**config.mk**
```make
export PLATFORM = sky130hd
export DESIGN_NAME = coa_pipe
export DESIGN_NICKNAME = d
export VERILOG_FILES = /design/src/rtl/coa_pipe.sv
export SDC_FILE = /design/constraint.sdc
export NUM_CORES = 1
export LEC_CHECK = 0
export CAP_MARGIN = 20
export CORE_MARGIN = 3
export CORE_UTILIZATION = 55
export CTS_CLUSTER_DIAMETER = 60
export DETAILED_ROUTE_END_ITERATION = 10
export PLACE_DENSITY_LB_ADDON = 0.12
export RECOVER_POWER = 50
export SLEW_MARGIN = 20
export SYNTH_ARGS = -nofsm -noshare
export SYNTH_HDL_FRONTEND = slang
export SYNTH_SLANG_ARGS = --single-unit
```
**constraint.sdc**
```tcl
create_clock -name clk -period 7.2 [get_ports clk]
set_input_delay 1.44 -clock clk [delete_from_list [all_inputs] [get_ports clk]]
set_output_delay 1.44 -clock clk [all_outputs]
set_load 0.01 [all_outputs]
```
**src/rtl/coa_pipe.sv**
```systemverilog
// Pipelined three-operand arithmetic unit with per-beat mode select, saturating accumulator
// and valid/ready flow control on both sides.
module coa_pipe #(
   parameter  int unsigned W      = 5,
   parameter  int unsigned STAGES = 3,
   localparam int unsigned OW     = 2 * W + 2
) (
   input  logic          clk,
   input  logic          rst,
   input  logic          valid_in,
   output logic          ready_in,
   input  logic [W-1:0]  A,
   input  logic [W-1:0]  B,
   input  logic [W-1:0]  C,
   input  logic [1:0]    mode,
   output logic          valid_out,
   input  logic          ready_out,
   output logic [OW-1:0] D
);

   // Ranks ahead of the output rank; the output rank is valid_out/D itself.
   localparam int unsigned NR = STAGES - 1;

   logic          stall;
   logic [NR-1:0] vld_q;
   logic [1:0]    mode_q [NR];
   logic [OW-1:0] val_q  [NR];
   logic [OW-1:0] acc_q;

   logic [OW-1:0] a_x, b_x, c_x, ab, r1_val;
   logic [OW:0]   acc_sum;
   logic [OW-1:0] acc_sat;
   logic          is_acc;
   logic [OW-1:0] res;

   assign stall    = valid_out & ~ready_out;
   assign ready_in = ~stall;

   // Rank 1 resolves modes 0-2 completely; mode 3 carries A*B for the accumulator.
   always_comb begin
      a_x    = OW'(A);
      b_x    = OW'(B);
      c_x    = OW'(C);
      ab     = a_x * b_x;
      r1_val = ab;
      unique case (mode)
         2'd0: r1_val = ab + c_x;
         2'd1: r1_val = (a_x + b_x) * c_x;
         2'd2: r1_val = (ab >= c_x) ? ab - c_x : '0;
         2'd3: r1_val = ab;
         default: r1_val = ab;
      endcase
   end

   always_comb begin
      acc_sum = {1'b0, acc_q} + {1'b0, val_q[NR-1]};
      acc_sat = acc_sum[OW] ? '1 : acc_sum[OW-1:0];
      is_acc  = vld_q[NR-1] && (mode_q[NR-1] == 2'd3);
      res     = is_acc ? acc_sat : val_q[NR-1];
   end

   always_ff @(posedge clk) begin
      if (rst) begin
         vld_q     <= '0;
         valid_out <= 1'b0;
         D         <= '0;
         acc_q     <= '0;
         for (int i = 0; i < int'(NR); i++) begin
            mode_q[i] <= '0;
            val_q[i]  <= '0;
         end
      end else if (!stall) begin
         vld_q[0] <= valid_in;
         if (valid_in) begin
            mode_q[0] <= mode;
            val_q[0]  <= r1_val;
         end
         for (int i = 1; i < int'(NR); i++) begin
            vld_q[i]  <= vld_q[i-1];
            mode_q[i] <= mode_q[i-1];
            val_q[i]  <= val_q[i-1];
         end
         valid_out <= vld_q[NR-1];
         if (vld_q[NR-1]) begin
            D <= res;
         end
         if (is_acc) begin
            acc_q <= acc_sat;
         end
      end
   end

endmodule
```
==> results.py <==
metrics = {
    "placement": {
        "pre_cts_slack_ps": 637,
        "io_buffers": 34,
        "dpl_cell_area_mm2": 0.00585,
        "hpwl_um": 9640,
        "gp_congestion": 0.970,
    },
    "worst_setup_path": {
        "cp_max_fo": 8,
        "reg2reg_from": "val_q[0][12]",
        "endpoint_kind": "flip-flop",
        "arrival_ps": 6250,
        "r2r_setup_slack_ps": 4220,
        "cp-start-kind": "input pin",
        "crit_type": "input pin to flip-flop",
        "reg2regPathDepth": 10,
        "worst_ep_required_time_ps": 7220,
        "r2r_end": "D[7]",
    },
    "floorplan": {
        "coreArea_mm2": 0.00942,
        "start_util": 0.574,
        "rows": 35,
        "die_h_um": 105,
        "io_pins": 35,
        "die_area_mm2": 0.0111,
        "die_width_um": 105,
    },
    "yosys": {
        "netlist_area_mm2": 0.00541,
        "synth_top_area_frac": 0.155,
        "synth_edf_count": 28,
        "ys_seq_area_frac": 0.255,
        "synth_cells": 616,
        "post-synth-top-count-cell": "ha_1",
        "synth.top_cells.by_count": "ha_1, inv_1, nand2_1",
        "yosysTopAreaCell": "edfxtp_1",
        "syn_avg_cell_area_um2": 8.78,
        "synth-main-ff-cell": "edfxtp_1",
        "ys_types": 64,
        "ys_seq_elements": 55,
        "yosys_warnings": 0,
        "synthesis.nets": 726,
        "synthArstFlopShare": 0,
        "synth_area_leaders": "edfxtp_1, ha_1, dfxtp_1, fa_1, and2_1",
    },
    "clock_network": {
        "htree_levels": 2,
        "cts_root_buf": "clkbuf_8",
        "clock-sinks": 55,
        "clock_latency_ps": 300,
        "cts_setup_buffers": 0,
        "hold_buffers": 0,
        "path_clk_slew_ps": 90,
        "cts_tree": "done",
        "numCtsBuffers": 5,
        "clk_path_buf_depth": 2,
        "ctsResizeCount": 0,
    },
    "timing": {
        "finalSetupViolCount": 0,
        "slew_headroom": 0.0664,
        "fin_crit_sh": 0.866,
        "period_needed_ps": 6230,
        "rsz0062_at_grt": "no",
        "fmax_mhz": 160,
        "drv_slew": 0,
        "fin_worst_skew_ps": 7.67,
        "whs_ps": 463,
        "setup-tns-final_ps": 0,
        "worst_pin_slew_ps": 1400,
        "fin_ws_ps": 966,
        "finalHoldViolations": 0,
    },
    "routing": {
        "ant_nets": 0,
        "drtIter0Drc": 289,
        "vias_per_cell": 5.75,
        "vias": 4424,
        "wl_um": 11800,
        "routedWlPerCell_um": 15.4,
        "drtPass1Iterations": 4,
        "drc_errors": 0,
    },
    "cells_and_area": {
        "area_growth_pct": 9.67,
        "final_util": 0.630,
        "layout-drive-gt1-share": 0.0375,
        "nets": 749,
        "fin_area_mm2": 0.00593,
        "diodes": 0,
    },
    "global_routing": {
        "grt_pass1_vias": 4489,
        "grt_overflow_total": 0,
        "grt_pass1_wl_um": 20300,
        "grt_start_max_net_pins": 35,
        "grt_usage": 0.218,
        "antenna_found_initial": 0,
    },
    "run_status": {
        "status": "completed",
    },
    "hold_path": {
        "min-delay-start": "vld_q[0]",
        "hp-class": "flip-flop to flip-flop",
        "whs_endpoint": "vld_q[0]",
        "hold_depth": 2,
    },
    "flow_run": {
        "cap_violations": 0,
    },
    "power": {
        "ir_drop_mv": 0.110,
        "p_leak_nw": 2.64,
        "p_per_area_mw_per_mm2": 200,
    },
}
## area by class of cell
| class | count | area, um2 |
|---|---|---|
| multi-input combinational | 486 | 3740 |
| fill | 847 | 3480 |
| sequential | 55 | 1380 |
| timing repair buffer | 36 | 352 |
| inverter | 55 | 206 |
| tap | 129 | 161 |
| clock buffer | 5 | 68.8 |
| clock inverter | 3 | 18.8 |
## how the worst max path moves through the flow
stage	from	end	slack [ps]	cells after the start
2_1_floorplan	A[2]	val_q[0][2]	1580	17
3_3_place_gp	A[0]	val_q[0][9]	810	17
3_5_place_dp	A[2]	val_q[0][2]	640	17
4_1_cts	A[2]	val_q[0][2]	970	17
5_1_grt	A[2]	val_q[0][2]	640	17
6_report	A[2]	val_q[0][2]	970	17
## layer usage
metal	routed length, um	vias up	global-route usage
met4	258	0	0.0759
met3	359	16	0.0142
met5	0	-	0
met2	6250	105	0.418
met1	4980	2095	0.255
li1	-	2208	-
## flip-flops by register name, indices dropped and copies added (netlist names)
| register | flops |
|---|---|
| mode_q | 4 |
| vld_q | 2 |
| val_q | 24 |
| D | 12 |
| acc_q | 12 |
| valid_out | 1 |
## critical path, cell delays in order
cell	delay, ps
clkdlybuf4s50_1	530
ha_1	190
inv_1	60
fa_1	470
fa_1	520
fa_1	540
inv_1	40
ha_1	330
xor2_1	340
ha_1	390
nand3_1	120
o21bai_1	150
o211ai_2	180
nor3_2	260
a31oi_1	220
a221oi_1	370
a211oi_1	90
## power breakdown
group / switching, mW / total (mW) / internal, mW
clock: 0.100 / 0.169 / 0.0685
combinational: 0.368 / 0.643 / 0.275
sequential: 0.0112 / 0.373 / 0.362
## cells by family after synthesis
kind of cell	synth area share
AO/OA/AOI/OAI	0.174
XOR/XNOR	0.0437
adder cells (fa/ha/maj)	0.241
buffers and inverters	0.0525
flip-flops	0.255
multiplexers	0.0111
AND/OR/NAND/NOR	0.223
## through the flow
stage | total power, mW | std cells
finish | 1.18 | 769
floorplan | 0.875 | 616
detailed placement | 1.02 | 761
global route | 1.29 | 769
global placement | 1.01 | 761
CTS | 1.19 | 769
## placed cells by master, fill, tap and decap left out, drive strengths merged, types with 5 or more instances in the layout
cell,instances
o21bai,5
xor2,14
o211ai,5
nand2b,15
clkbuf,6
a221oi,7
nor4,8
inv,56
nor2b,13
a21o,10
nand3b,7
nand3,10
ha,64
a211oi,8
dfxtp,27
a22oi,6
nor3,14
and2,48
nor2,42
dlygate4sd3,15
a31oi,5
fa,25
o21a,6
xnor2,13
o21ai,18
nand2,49
edfxtp,28
a21oi,44
mux2i,6
o22ai,6
clkdlybuf4s50,19
(Power assumes the default switching activity.)
